==> src/rtl/ps_joiner_pkg.sv <==
// Shared definitions for the slice joiner: how each accepted word is classified.
package ps_joiner_pkg;

  // Classification of one accepted inbound word, highest priority first.
  typedef enum logic [2:0] {
    WC_DATA  = 3'd0,  // ordinary word inside a packet
    WC_END   = 3'd1,  // last word of the original packet
    WC_LONG  = 3'd2,  // slice ran past its expected length
    WC_SHORT = 3'd3,  // non-final slice ended early
    WC_OVF   = 3'd4   // joined packet reached its maximum length
  } word_class_t;

  // True for the classes that terminate a packet with an error.
  function automatic logic is_violation(word_class_t c);
    return (c == WC_LONG) || (c == WC_SHORT) || (c == WC_OVF);
  endfunction

endpackage

==> src/rtl/ps_joiner_reg_slice.sv <==
// Two-entry register slice. Outputs and i_rdy come straight from flops, so
// i_rdy never depends combinationally on o_rdy.
// Handshake (both sides): a word moves when val & rdy are high on a clock
// edge; val and data are held stable by the sender until that edge.
module ps_reg_slice #(
  parameter int WIDTH = 8
) (
  input  logic             rst,
  input  logic             clk,
  input  logic [WIDTH-1:0] i_dat,
  input  logic             i_val,
  output logic             i_rdy,
  output logic [WIDTH-1:0] o_dat,
  output logic             o_val,
  input  logic             o_rdy
);

  logic [WIDTH-1:0] r_mem0;
  logic [WIDTH-1:0] r_mem1;
  logic             r_wr;
  logic             r_rd;
  logic [1:0]       r_cnt;
  logic             w_push;
  logic             w_pop;

  assign i_rdy  = (r_cnt != 2'd2);
  assign o_val  = (r_cnt != 2'd0);
  assign o_dat  = r_rd ? r_mem1 : r_mem0;
  assign w_push = i_val & i_rdy;
  assign w_pop  = o_val & o_rdy;

  // Storage, pointers and occupancy; reset empties the slice and zeroes payload.
  always_ff @(posedge clk or posedge rst) begin
    if (rst) begin
      r_mem0 <= '0;
      r_mem1 <= '0;
      r_wr   <= 1'b0;
      r_rd   <= 1'b0;
      r_cnt  <= 2'd0;
    end else begin
      if (w_push) begin
        if (r_wr) r_mem1 <= i_dat;
        else      r_mem0 <= i_dat;
        r_wr <= ~r_wr;
      end
      if (w_pop) r_rd <= ~r_rd;
      case ({w_push, w_pop})
        2'b10:   r_cnt <= r_cnt + 2'd1;
        2'b01:   r_cnt <= r_cnt - 2'd1;
        default: r_cnt <= r_cnt;
      endcase
    end
  end

endmodule

==> src/rtl/ps_joiner.sv <==
// Joins fixed-length slices back into packets: strips slice EOPs, restores the
// packet EOP on the i_lst slice, reports the joined length and terminates
// malformed packets with o_err.
module ps_joiner
  import ps_joiner_pkg::*;
#(
  parameter int WIDTH  = 8,
  parameter int LENGTH = 4,
  parameter int MAXLEN = 256
) (
  input  logic                         rst,
  input  logic                         clk,
  input  logic [WIDTH-1:0]             i_dat,
  input  logic                         i_val,
  input  logic                         i_eop,
  input  logic                         i_lst,
  output logic                         i_rdy,
  output logic [WIDTH-1:0]             o_dat,
  output logic                         o_val,
  output logic                         o_eop,
  output logic [$clog2(MAXLEN+1)-1:0]  o_len,
  output logic                         o_err,
  input  logic                         o_rdy,
  output logic                         stat_err
);

  localparam int LW = $clog2(MAXLEN+1);
  localparam int SW = (LENGTH > 1) ? $clog2(LENGTH) : 1;
  localparam int PW = (MAXLEN > 1) ? $clog2(MAXLEN) : 1;

  typedef struct packed {
    logic [WIDTH-1:0] dat;
    logic             eop;
    logic             err;
    logic [LW-1:0]    len;
  } beat_t;

  localparam int BW = $bits(beat_t);

  logic [SW-1:0] r_scnt;
  logic [PW-1:0] r_pcnt;
  logic          r_stat_err;
  logic          w_acc;
  logic          w_last_slot;
  logic          w_max_len;
  logic          w_term;
  logic          w_viol;
  logic [LW-1:0] w_len_now;
  word_class_t   w_class;
  beat_t         w_beat;
  beat_t         w_obeat;

  assign w_acc       = i_val & i_rdy;
  assign w_last_slot = (r_scnt == SW'(LENGTH-1));
  assign w_max_len   = (r_pcnt == PW'(MAXLEN-1));
  assign w_len_now   = LW'(r_pcnt) + LW'(1);
  assign w_viol      = is_violation(w_class);
  assign w_term      = (w_class != WC_DATA);

  // Priority classification of the word currently offered on the input.
  always_comb begin
    w_class = WC_DATA;
    if (i_eop & i_lst)            w_class = WC_END;
    else if (~i_eop & w_last_slot) w_class = WC_LONG;
    else if (i_eop & ~w_last_slot) w_class = WC_SHORT;
    else if (w_max_len)            w_class = WC_OVF;
  end

  // Payload pushed into the register slice; length only on terminating words.
  always_comb begin
    w_beat     = '0;
    w_beat.dat = i_dat;
    w_beat.eop = w_term;
    w_beat.err = w_viol;
    w_beat.len = w_term ? w_len_now : '0;
  end

  // Slice/packet counters and the violation pulse; any termination restarts both.
  always_ff @(posedge clk or posedge rst) begin
    if (rst) begin
      r_scnt     <= '0;
      r_pcnt     <= '0;
      r_stat_err <= 1'b0;
    end else begin
      r_stat_err <= w_acc & w_viol;
      if (w_acc) begin
        if (w_term) begin
          r_scnt <= '0;
          r_pcnt <= '0;
        end else begin
          r_pcnt <= r_pcnt + PW'(1);
          r_scnt <= i_eop ? '0 : r_scnt + SW'(1);
        end
      end
    end
  end

  ps_reg_slice #(
    .WIDTH (BW)
  ) u_slice (
    .rst   (rst),
    .clk   (clk),
    .i_dat (w_beat),
    .i_val (i_val),
    .i_rdy (i_rdy),
    .o_dat (w_obeat),
    .o_val (o_val),
    .o_rdy (o_rdy)
  );

  assign o_dat    = w_obeat.dat;
  assign o_eop    = w_obeat.eop;
  assign o_err    = w_obeat.err;
  assign o_len    = w_obeat.len;
  assign stat_err = r_stat_err;

endmodule

==> config.mk <==
export PLATFORM = sky130hd
export DESIGN_NAME = ps_joiner
export DESIGN_NICKNAME = d
export VERILOG_FILES = /design/src/rtl/ps_joiner_pkg.sv /design/src/rtl/ps_joiner_reg_slice.sv /design/src/rtl/ps_joiner.sv
export SDC_FILE = /design/constraint.sdc
export NUM_CORES = 1
export LEC_CHECK = 0
export ABC_AREA = 1
export BUFFER_PORTS_ARGS = -buffer_cell sky130_fd_sc_hd__clkbuf_2
export CORE_ASPECT_RATIO = 1.5
export CORE_MARGIN = 1.5
export CORE_UTILIZATION = 51
export DETAILED_ROUTE_END_ITERATION = 10
export GPL_ROUTABILITY_DRIVEN = 0
export PLACE_DENSITY = 0.75
export SLEW_MARGIN = 20
export SYNTH_ARGS = -nofsm -noshare
export SYNTH_HDL_FRONTEND = slang
export SYNTH_HIERARCHICAL = 1
export SYNTH_SLANG_ARGS = --single-unit
export TNS_END_PERCENT = 100
==> constraint.sdc <==
create_clock -name clk -period 1.6 [get_ports clk]
set_input_delay 0.48 -clock clk [delete_from_list [all_inputs] [get_ports clk]]
set_output_delay 0.48 -clock clk [all_outputs]
set_load 0.02 [all_outputs]
# Yosys cells after proc, flatten, opt, wreduce, memory -nomap -nowiden
# Cells that the tools add are included.
dict set report totals {
  reg_bits 53
  wordCells 48
  output_inout_bits 22
}
dict set report classes {
  n_eq_ne 8
  n_reduce_logical 7
  n_addsub 5
  bitwise_logic 10
  n_mux 10
}
# op n
set ops {}
lappend ops {{$mux 19} 1}
lappend ops {{$mux 3} 4}
lappend ops {{$add 8x1->9 const B} 1}
lappend ops {{$mux 9} 1}
lappend ops {{$add 8x1->8 const B} 1}
lappend ops {{$eq 8x8->1 const B} 1}
lappend ops {{$mux 8} 1}
lappend ops {{$and 1x1->1} 6}
lappend ops {{$eq 3x2->1 const B} 2}
lappend ops {{$add 2x1->2 const B} 2}
lappend ops {{$eq 2x2->1 const B} 2}
lappend ops {{$mux 2} 2}
lappend ops {{$not 1->1} 4}
lappend ops {{$pmux 2 s2} 1}
lappend ops {{$reduce_and 2->1} 2}
lappend ops {{$reduce_bool 2->1} 2}
lappend ops {{$eq 3x3->1 const B} 1}
lappend ops {{$reduce_bool 3->1} 1}
lappend ops {{$eq 2x1->1 const B} 1}
lappend ops {{$logic_or 1x1->1} 2}
lappend ops {{$ne 2x2->1 const B} 1}
lappend ops {{$sub 2x1->2 const B} 1}

# Depth between registers and ports, before layout
# Gate-level depths: netlist of the first run.
dict set report logic_depth {
  ltp_word 10
  ltp_mapped 11
}

# Hierarchy
# Netlist of the first run, hierarchy kept.
# mod seq_area_each_um2 area_per_inst_um2 n_inst cells_per_inst
set modules_own_cells {}
lappend modules_own_cells {ps_reg_slice 1051.0 2059.5 1 260}
lappend modules_own_cells {ps_joiner 275.3 813.3 1 111}

# Least setup slack after synthesis of the first run
# Ideal clock, no wire load.
dict set report synth_path {
  path_kind {reg2reg}
  startpoint {register r_scnt[0]}
  endpoint {register u_slice.r_mem1[0]}
  path_slack_ns -0.104
  arrival_ns 1.587
  setup_time_ns 0.117
  period_less_slack_ns 1.704
  path_stages_with_launch 9
  required_ns 1.483
  cell_sequence {dfrtp_1 ha_1 ha_1 nand3_1 nor2_4 buf_8 nor2_1 nand4_1 nand2_1}
}
# element line
set synth_lines {}
lappend synth_lines {{from (decl)} ps_joiner.sv:40} ;# logic [SW-1:0] r_scnt;
lappend synth_lines {{from (signal assigned)} ps_joiner.sv:92} ;# r_scnt <= i_eop ? '0 : r_scnt + SW'(1);
lappend synth_lines {{to (signal assigned)} ps_joiner_reg_slice.sv:42} ;# if (r_wr) r_mem1 <= i_dat;
lappend synth_lines {{to (decl)} ps_joiner_reg_slice.sv:19} ;# logic [WIDTH-1:0] r_mem1;

# Final worst setup path of the first run
dict set report layout_path {
  startpoint {register u_slice.r_rd}
  endpoint {output port o_len[5]}
}
dict set report layout_between {
  elab_chain_cells 1
}
# element line
set layout_lines {}
lappend layout_lines {{from (decl)} ps_joiner_reg_slice.sv:21} ;# logic r_rd;
lappend layout_lines {{from (signal assigned)} ps_joiner_reg_slice.sv:46} ;# if (w_pop) r_rd <= ~r_rd;
lappend layout_lines {{$mux 19} ps_joiner_reg_slice.sv:28} ;# assign o_dat = r_rd ? r_mem1 : r_mem0;
lappend layout_lines {{to (decl)} ps_joiner.sv:21} ;# output logic [$clog2(MAXLEN+1)-1:0] o_len,
# Every way passes these cells.

==> metrics.yaml, run 1 <==
cts_tree: "built"
max_slew_margin_pct: 70.4
final_cell_count_no_fill: 501
hold_path_class: "in2async"
cts_root_buf: "clkbuf_8"
p_seq_share_pct: 32.3
routedWlPerCell_um: 15.0
synth_top_family_by_area: "simple AND/OR/NAND/NOR gates"
internal_power_mw: 3.43
synthMuxAreaShare_pct: 0
power_density_nw_per_um2: 1530
dpl.cell_count: 479
setup_viol: 48
path_cells: "inv_2 > buf_6 > nand2_1 > nand2_2 > buf_8"
synth_edf_count: 0
via_per_inst: 5.45
grt_start_max_net_pins: 43
synth_compound_gate_area_share_pct: 1.87
wl_mm: 7.54
numPortBuffers: 35
hold_viol: 0
antenna_cells: 0
synthToLayoutAreaGrowth_pct: 36.5
synth_cells: 371
ant_nets: 0
cts.sinks: 53
crit_slowest_cell: "dfrtp_1"
crit_fanout: 5
post-route-drc-count: 0
synth_area_per_cell_sq_um: 7.74
postLayoutCellArea_sq_um: 3920
fin_skew_ns: 0.00915
violations: "setup timing"
drive_gt1_share_pct: 36.9
cp.required_ns: 1.12
yosys_most_used_dff: "dfrtp_1"
rsz0062_at_grt: "true"
crit_path_start_kind: "register"
slew_violations: 0
r2r_slack_ns: -0.10
antenna_found_initial: 0
synthAdderAreaFrac_pct: 2.18
worst_slack_ns: -0.181
ios: 36
cp.arrival_ns: 1.30
tightest_slew_ns: 0.441
fp-row-count: 33
place_area_sq_um: 3230
fin_crit_ns: 1.78
netSwitchingFraction_pct: 43.0
fp.dieW_um: 64.3
grt.total_usage_pct: 25.2
yosys.area.top_type: "dfrtp_1"
synth_xor_xnor_area_share_pct: 0.610
status: "complete, but fails checks"
maxCapViolCount: 0
synth_cell_type_count: 29
ir_drop_mv: 0.666
dp_hpwl_mm: 4.62
grt-ovfl-total: 0
nNetsFinal: 449
grt_pass1_wl_mm: 11.7
crit_type: "reg2out"
clock_tree.buffer_depth: 2
syn-num-nets: 390
htree_levels: 2
ys_seq_area_share_pct: 46.2
drt_iter0_markers: 162
synthTopCellsByArea: "dfrtp_1 46%, nand2_1 24%, nand4_1 8.5%"
slowest_delay_ns: 0.43
core_sq_um: 5450
worstSkewPairLatency_ns: 0.32
synthArstFlopShare_pct: 100
synth_most_common_cell: "nand2_1"
cts_hold_buf: 0
netlist_area_sq_um: 2870
power_frac_comb_pct: 54.4
initial_core_util_pct: 52.7
yosys_warnings: 6
grt_pass1_vias: 2611
clkPwrFrac_pct: 13.3
netlist_top_cells_count: "180 x nand2_1, 53 x dfrtp_1, 39 x nand4_1, 17 x inv_1, 15 x nand3_1"
cts_made_buffers: 5
fmax_mhz: 561
dieArea_sq_um: 6100
synth_top_area_share_pct: 46.2
cp-end-kind: "primary output"
ys_seq_elements: 53
synth-simple-area-share_pct: 41.3
dieHeight_um: 94.9
path_clk_slew_ns: 0.10
p_sw_mw: 2.58
leakage_nw: 2.02
fin_crit_sh_pct: 111
vias: 2732
first_pass_iters: 5
## power groups by stage
stage               sequential, mW  clock [mW]  combinational (mW)
CTS                           1.90       0.813                2.82
global placement              1.91           0                2.26
finish                        1.94       0.798                3.27
floorplan                     1.89           0                1.65
global route                  1.98       0.865                3.51
detailed placement            1.92           0                2.29
## stage by stage
stage | utilization, % | setup TNS [ns] | setup slack, ns | total power [mW] | hold WS, ns
after detailed placement | 59.3 | -1.50 | -0.124 | 4.22 | 0.459
after floorplan | - | 0 | 0.00497 | 3.54 | 0.332
after global placement | 59.3 | -0.368 | -0.0510 | 4.16 | 0.454
after global routing | 72.0 | -8.55 | -0.241 | 6.36 | 0.191
final | 72.0 | -5.05 | -0.181 | 6.01 | 0.146
after CTS | 67.9 | -3.16 | -0.165 | 5.53 | 0.164
## what timing repair did
action / CTS / global route
gates cloned: 2 / 1
endpoints found under the hold margin: 0 / 0
endpoints found under the setup margin: 44 / 53
resized for setup: 74 / 70
setup buffers: 6 / 6
pin swaps: 35 / 33
## cells in the final DEF, fill, tap and decap left out, types with 3 or more instances in the layout
cell type / Yosys / routed
buf_4: 6 / 25
nand4_1: 39 / 39
nand2_1: 180 / 143
dfrtp_1: 53 / 52
nand3_2: 1 / 10
clkbuf_2: 0 / 14
nor2_1: 13 / 11
ha_4: 0 / 3
nand3_1: 15 / 5
nand2_2: 2 / 36
buf_6: 3 / 12
buf_8: 1 / 17
clkbuf_8: 0 / 8
inv_2: 3 / 5
nand2_4: 1 / 3
nor2_4: 3 / 6
inv_1: 17 / 12
inv_4: 0 / 3
## cell type report
class	instances	area [sq um]
clock buffer	5	68.8
timing repair buffer	74	757
fill	416	1530
inverter	21	86.3
clock inverter	3	25.0
tap	70	87.6
multi-input combinational	275	1570
sequential	53	1330
## cells by family after synthesis
group	after synthesis
simple gates	260
flops	53
buf+inv	43
compound gates	8
fa+ha+maj	5
xor+xnor	2
## final timing paths
path,from,depth (start not counted),end
worst max-delay path,u_slice/r_rd$_DFFE_PP0P_,5,o_len[5]
min in group clk,i_dat[0],3,u_slice/r_mem1[11]$_DFFE_PP0P_
worst max register to register,r_scnt[1]$_DFFE_PP0P_,11,u_slice/r_mem1[5]$_DFFE_PP0P_
max in group asynchronous,rst,2,r_pcnt[3]$_DFFE_PP0P_
worst min register to register,u_slice/r_mem1[16]$_DFFE_PP0P_,2,u_slice/r_mem1[16]$_DFFE_PP0P_
worst min-delay path,rst,2,r_pcnt[5]$_DFFE_PP0P_
## critical path: cells and delay by family (launching register included)
| family | cells | cell delay (ns) |
|---|---|---|
| AND/OR/NAND/NOR | 2 | 0.16 |
| flip-flops | 1 | 0.43 |
| buffers and inverters | 3 | 0.40 |
## per-layer routing
layer	global-route usage [%]	up-vias	share of wire [%]
met1	26.6	1308	36
met4	11.9	0	3.5
li1	-	1315	-
met5	0	-	0
met3	3.46	23	3.7
met2	48.4	86	56
## state kept, by name, summed over array words and instances (netlist names)
signal          flops
r_pcnt              8
r_scnt              2
stat_err            1
u_slice/r_cnt       2
u_slice/r_mem0     19
u_slice/r_mem1     19
u_slice/r_rd        1
u_slice/r_wr        1
Power figures use the tool's default switching activity.
==> inputs of run 2 (changes only) <==
--- a/config.mk
+++ b/config.mk
@@ -6,10 +6,12 @@
 export NUM_CORES = 1
 export LEC_CHECK = 0
 export ABC_AREA = 1
-export BUFFER_PORTS_ARGS = -buffer_cell sky130_fd_sc_hd__clkbuf_2
+export BUFFER_PORTS_ARGS = -buffer_cell sky130_fd_sc_hd__buf_2
+export CAP_MARGIN = 30
 export CORE_ASPECT_RATIO = 1.5
 export CORE_MARGIN = 1.5
 export CORE_UTILIZATION = 51
+export CTS_BUF_LIST = sky130_fd_sc_hd__clkbuf_2
 export DETAILED_ROUTE_END_ITERATION = 10
 export GPL_ROUTABILITY_DRIVEN = 0
 export PLACE_DENSITY = 0.75
==> run 2 against run 1 <==
The flow still finishes with violations (setup timing). Sequential share of layout area up 1.6 points. Clock skew up 0.014 ns. Register-to-register slack worse by 0.04 ns. First-iteration DRC count down 15%. Setup slack worse by 0.12 ns. Non-clock buffer count down 6. Global-route usage down 0.37 points. Clock-buffer cell count unchanged. Die area unchanged. Clock power down 34%. Combinational power down 8.3%. Critical path depth unchanged.
==> metrics.yaml, run 2 (synthesis results as in run 1) <==
status: "complete, but fails checks"
violations: "setup timing"
grt-ovfl-total: 0  # unchanged
fin_skew_ns: 0.0227  # +0.0135 ns
path_clk_slew_ns: 0.26  # +0.16 ns
drive_gt1_share_pct: 28.9  # -8.0 points
wl_mm: 7.26  # -3.8%
via_per_inst: 5.40  # -0.91%
path_buf_inv: 3  # unchanged
initial_core_util_pct: 52.7  # unchanged
grt_pass1_vias: 2646  # +1.3%
cts.sinks: 53  # unchanged
timing.rr.start: "r_scnt[1]$_DFFE_PP0P_"
path_cells: "inv_2 > clkbuf_16 > nand2_1 > nand2_1 > buf_6"
holdPathStages: 3
dieArea_sq_um: 6100  # unchanged
grt_start_max_net_pins: 43  # unchanged
first_pass_iters: 4  # -1
crit_top_cell: "nand2_1"
worstSkewPairLatency_ns: 0.44  # +0.12 ns
crit_start: "u_slice/r_rd$_DFFE_PP0P_"
numPortBuffers: 35  # unchanged
maxCapViolCount: 0  # unchanged
crit_type: "reg2out"
fin_crit_sh_pct: 119  # +7.7 points
final_common_cell: "nand2_1"
ir_drop_mv: 0.565  # -15%
hold_viol: 0  # unchanged
clock_tree.buffer_depth: 2  # unchanged
crit_path_start_kind: "register"
cp_top_family: "flip-flops"
post-route-drc-count: 0  # unchanged
nNetsFinal: 444  # -1.1%
hold_end: "u_slice/r_mem1[12]$_DFFE_PP0P_"
setup_viol: 46  # -4.2%
leakage_nw: 1.98  # -2.2%
postLayoutCellArea_sq_um: 3750  # -4.5%
fin_crit_ns: 1.91  # +0.124 ns
dieHeight_um: 94.9  # unchanged
reg2reg_depth: 11  # unchanged
met3_length_um: 244  # -13%
r2r_slack_ns: -0.14  # -0.04 ns
grt_pass1_wl_mm: 11.7  # unchanged
core_sq_um: 5450  # unchanged
grt.total_usage_pct: 24.8  # -0.37 points
vias: 2680  # -1.9%
slowest_delay_ns: 0.46  # +0.03 ns
timing.rr.end: "r_pcnt[2]$_DFFE_PP0P_"
place_area_sq_um: 3230  # about the same
ant_nets: 0  # unchanged
max_slew_margin_pct: 66.0  # -4.4 points
dr_wl_met2_mm: 4.16  # -2.0%
routedWlPerCell_um: 14.6  # -2.8%
routed.top_layer: "met4"
worst_slack_ns: -0.305  # -0.124 ns
drt_iter0_markers: 137  # -15%
layout_common_cells: "171 x nand2_1, 53 x dfrtp_1, 39 x nand4_1, 28 x buf_6, 19 x buf_4"
crit_slowest_cell: "dfrtp_1"
final_util_pct: 68.7  # -3.2 points
power_density_nw_per_um2: 1440  # -5.7%
cp.arrival_ns: 1.43  # +0.13 ns
cts_tree: "built"
fillers: 443  # +6.5%
fp.dieW_um: 64.3  # unchanged
synthToLayoutAreaGrowth_pct: 30.4
rsz0062_at_grt: "true"
crit_fanout: 10  # +5
drt-met1-wl_mm: 2.70  # -1.6%
final_cell_count_no_fill: 496  # -1.0%
cp-end-kind: "primary output"
cts_made_buffers: 5  # unchanged
slew_violations: 0  # unchanged
dpl.cell_count: 476  # -0.63%
fmax_mhz: 525  # -6.5%
worstHoldStart: "i_dat[1]"
dp_hpwl_mm: 4.67  # +1.1%
finalSetupTns_ns: -7.41  # -2.36 ns
tightest_slew_ns: 0.506  # +0.0649 ns
cts_root_buf: "clkbuf_2"
antenna_found_initial: 0  # unchanged
htree_levels: 2  # unchanged
fp-row-count: 33  # unchanged
power_mw: 5.41  # -9.9%
cp.required_ns: 1.12  # about the same
ios: 36  # unchanged
hold_path_class: "in2reg"
antenna_cells: 0  # unchanged
top_regs: "u_slice/r_mem0 x19, u_slice/r_mem1 x19, r_pcnt x8"
## run 2: worst max-delay path by stage
| stage | depth (start not counted) | slack (ns) | to |
|---|---|---|---|
| 6_report | 5 | -0.31 | o_dat[7] |
| 4_1_cts | 5 | -0.34 | o_len[0] |
| 3_5_place_dp | 10 | -0.11 | u_slice/r_mem0[8]$_DFFE_PP0P_ |
| 2_1_floorplan | 11 | 0.005 | u_slice/r_mem1[2]$_DFFE_PP0P_ |
| 3_3_place_gp | 10 | -0.06 | u_slice/r_mem0[8]$_DFFE_PP0P_ |
| 5_1_grt | 5 | -0.40 | o_dat[7] |
## run 2: cell type report
| type | instances | area [sq um] | share of cell area [%] |
|---|---|---|---|
| Tap cell | 70 | 87.6 | 2.34 |
| Clock buffer | 5 | 25.0 | 0.668 |
| Inverter | 21 | 86.3 | 2.30 |
| Clock inverter | 3 | 17.5 | 0.468 |
| Multi-Input combinational cell | 276 | 1540 | 41.1 |
| Timing Repair Buffer | 68 | 663 | 17.7 |
| Sequential cell | 53 | 1330 | 35.4 |
## run 2: timing repair
item / in CTS / in global routing
hold buffers: 1 / 0
setup endpoints to repair: 50 / 63
pin swaps: 33 / 28
gates resized for setup: 75 / 22
buffers inserted: 8 / 4
gates cloned: 2 / 1
endpoints found under the hold margin: 7 / 0
## run 2: metal layers
layer | global-route usage, % | vias to the layer above
met3 | 4.17 | 16
met1 | 26.7 | 1293
met5 | 0 | -
li1 | - | 1304
met2 | 46.4 | 67
met4 | 12.1 | 0
## run 2: power breakdown
| group | internal, mW | switching [mW] | total, mW | leakage, nW |
|---|---|---|---|---|
| clock | 0.104 | 0.419 | 0.523 | 0.0304 |
| combinational | 1.23 | 1.77 | 3.00 | 1.25 |
| sequential | 1.69 | 0.202 | 1.89 | 0.694 |
| total | 3.03 | 2.39 | 5.41 | 1.98 |
## run 2: per-stage QoR
stage                     worst slack (ns)  hold WS, ns
after floorplan                    0.00497        0.332
after global routing                -0.400        0.237
after detailed placement            -0.114        0.458
after CTS                           -0.344        0.232
final                               -0.305        0.258
after global placement             -0.0595        0.453
## run 2: worst register-to-register path: cells and delay by family (launching register included)
| family | cells | cell delay, ns |
|---|---|---|
| buffers and inverters | 5 | 0.51 |
| DFF | 1 | 0.46 |
| and+or+nand+nor | 4 | 0.38 |
| adders and majority gates | 2 | 0.33 |
==> inputs of run 3 (changes only) <==
--- a/config.mk
+++ b/config.mk
@@ -14,7 +14,7 @@
 export CTS_BUF_LIST = sky130_fd_sc_hd__clkbuf_2
 export DETAILED_ROUTE_END_ITERATION = 10
 export GPL_ROUTABILITY_DRIVEN = 0
-export PLACE_DENSITY = 0.75
+export PLACE_DENSITY = 0.74
 export SLEW_MARGIN = 20
 export SYNTH_ARGS = -nofsm -noshare
 export SYNTH_HDL_FRONTEND = slang
==> run 3 against run 2 <==
The flow still finishes with violations (setup timing). Hold slack lost 0.024 ns. Setup slack got worse by 0.050 ns. Total power is 5.2% higher. Register-to-register slack improved by 0.06 ns. Combinational power is 6.7% higher. Critical endpoint is now o_len[8]. Final area is 2.8% higher. Fmax down 2.6%.
==> metrics.yaml, run 3 (synthesis results as in run 1) <==
violations: "setup timing"
cts_made_buffers: 5  # unchanged
fp-row-count: 33  # unchanged
layout_common_cells: "148 x nand2_1, 52 x dfrtp_1, 39 x nand4_1, 31 x nand2_2, 29 x buf_6"
fp.dieW_um: 64.3  # unchanged
final_util_pct: 70.7  # +1.9 points
cts.sinks: 53  # unchanged
slew_violations: 0  # unchanged
worstSkewPairLatency_ns: 0.46  # +0.02 ns
cp_top_family: "flip-flops"
crit_type: "reg2out"
antenna_cells: 0  # unchanged
timing.rr.end: "r_pcnt[0]$_DFFE_PP0P_"
hold_ws_ns: 0.234  # -0.0237 ns
cts_root_buf: "clkbuf_2"
crit_start: "u_slice/r_rd$_DFFE_PP0P_"
cts_tree: "built"
crit_slowest_cell: "dfrtp_1"
grt_pass1_vias: 2644  # -0.076%
wl_mm: 7.25  # -0.12%
synthToLayoutAreaGrowth_pct: 34.1
nNetsFinal: 452  # +1.8%
ios: 36  # unchanged
multi_input_area_sq_um: 1580  # +2.4%
max_slew_margin_pct: 71.2  # +5.2 points
leakage_nw: 2.00  # +1.3%
hold_viol: 0  # unchanged
htree_levels: 2  # unchanged
dieHeight_um: 94.9  # unchanged
reg2reg_depth: 8  # -3
dp_slack_ns: -0.128  # -0.0140 ns
antenna_found_initial: 0  # unchanged
via_per_inst: 5.33  # -1.4%
status: "complete, but fails checks"
fin_skew_ns: 0.0289  # +0.00623 ns
path_buf_inv: 3  # unchanged
dieArea_sq_um: 6100  # unchanged
clock_tree.buffer_depth: 2  # unchanged
drive_gt1_share_pct: 35.9  # +7.1 points
cp.required_ns: 1.12  # about the same
setup_viol: 48  # +4.3%
post-route-drc-count: 0  # unchanged
grt.total_usage_pct: 25.7  # +0.86 points
ir_drop_mv: 0.766  # +36%
dp_hpwl_mm: 4.57  # -2.2%
fin_crit_ns: 1.96  # +0.0501 ns
final_cell_count_no_fill: 504  # +1.6%
top_regs: "u_slice/r_mem0 x19, u_slice/r_mem1 x19, r_pcnt x8"
maxCapViolCount: 0  # unchanged
endpoint: "o_len[8]"
power_density_nw_per_um2: 1480  # +2.3%
hold_path_class: "in2reg"
routedWlPerCell_um: 14.4  # -1.7%
ant_nets: 0  # unchanged
critical_path_depth: 5  # unchanged
cp.arrival_ns: 1.48  # +0.05 ns
path_cells: "inv_2 > buf_6 > nand2_2 > nand2_2 > buf_6"
crit_path_start_kind: "register"
r2r_slack_ns: -0.08  # +0.06 ns
final_common_cell: "nand2_1"
slowest_delay_ns: 0.48  # +0.02 ns
dpl.cell_count: 481  # +1.1%
drt_iter0_markers: 182  # +33%
timing.rr.start: "r_scnt[0]$_DFFE_PP0P_"
rsz0062_at_grt: "true"
crit_fanout: 5  # -5
seqCellArea_sq_um: 1330  # about the same
numPortBuffers: 35  # unchanged
cp-end-kind: "primary output"
worst_slack_ns: -0.355  # -0.0501 ns
fin_crit_sh_pct: 122  # +3.1 points
tightest_slew_ns: 0.431  # -0.0752 ns
grt_start_max_net_pins: 43  # unchanged
initial_core_util_pct: 52.7  # unchanged
core_sq_um: 5450  # unchanged
grt-ovfl-total: 0  # unchanged
first_pass_iters: 4  # unchanged
path_clk_slew_ns: 0.28  # +0.02 ns
fmax_mhz: 511  # -2.6%
finalSetupTns_ns: -7.98  # -0.566 ns
fillers: 438  # -1.1%
vias: 2684  # +0.15%
grt_pass1_wl_mm: 12.2  # +4.2%
## run 3: cell types whose count changed in the layout (fill, tap and decap cells not counted), moves of 2 or more
cell | before | now
nand3_2 | 7 | 9
inv_2 | 4 | 6
clkinvlp_4 | 0 | 2
nand2_1 | 171 | 148
buf_4 | 19 | 27
clkinv_1 | 2 | 0
nand2_2 | 9 | 31
nand3_4 | 4 | 2
## run 3: how the worst min path moves through the flow
stage,startpoint,to,slack [ns],cells past startpoint
final,i_dat[2],u_slice/r_mem1[13]$_DFFE_PP0P_,0.23,3
after global routing,i_dat[1],u_slice/r_mem0[12]$_DFFE_PP0P_,0.21,3
after CTS,i_dat[2],u_slice/r_mem1[13]$_DFFE_PP0P_,0.22,3
after detailed placement,u_slice/r_mem1[3]$_DFFE_PP0P_,u_slice/r_mem1[3]$_DFFE_PP0P_,0.46,2
after global placement,u_slice/r_mem1[13]$_DFFE_PP0P_,u_slice/r_mem1[13]$_DFFE_PP0P_,0.45,2
after floorplan,rst,r_pcnt[0]$_DFFE_PP0P_,0.33,1
## run 3: final cells by class
cell class	count	area share, %
Clock inverter	3	0.552
Timing Repair Buffer	77	18.8
Clock buffer	5	0.650
Tap cell	70	2.27
Sequential cell	53	34.5
Multi-Input combinational cell	275	41.0
Inverter	21	2.27
## run 3: metrics by stage
step	power (mW)	instance area, sq um
6_report	5.69	3850
5_1_grt	6.10	3850
2_1_floorplan	3.54	2900
3_3_place_gp	4.20	3260
3_5_place_dp	4.26	3260
4_1_cts	5.47	3710
## run 3: tightest hold or removal path, stage by stage
cell and delay (ns):
buf_2 0.11, nand4_1 0.07, nand2_1 0.05
## run 3: power by group
part           total, mW  internal [mW]  switching [mW]
clock              0.555          0.111           0.445
combinational       3.20           1.37            1.83
sequential          1.94           1.69           0.246
total               5.69           3.17            2.52
## run 3: repair_timing
item	in CTS	in global routing
setup endpoints to repair	53	54
hold buffers	1	0
pin swaps	40	28
buffers inserted	8	6
gates cloned	3	0
gates resized for setup	87	35
hold endpoints to repair	11	0
## run 3: routing by layer
layer  vias up  track usage [%]  wire length [um]
met5         -                0                 0
met1      1283             28.4              2640
met3        12             2.86               271
li1       1323                -                 -
met2        66             49.7              4200
met4         0             9.22               136
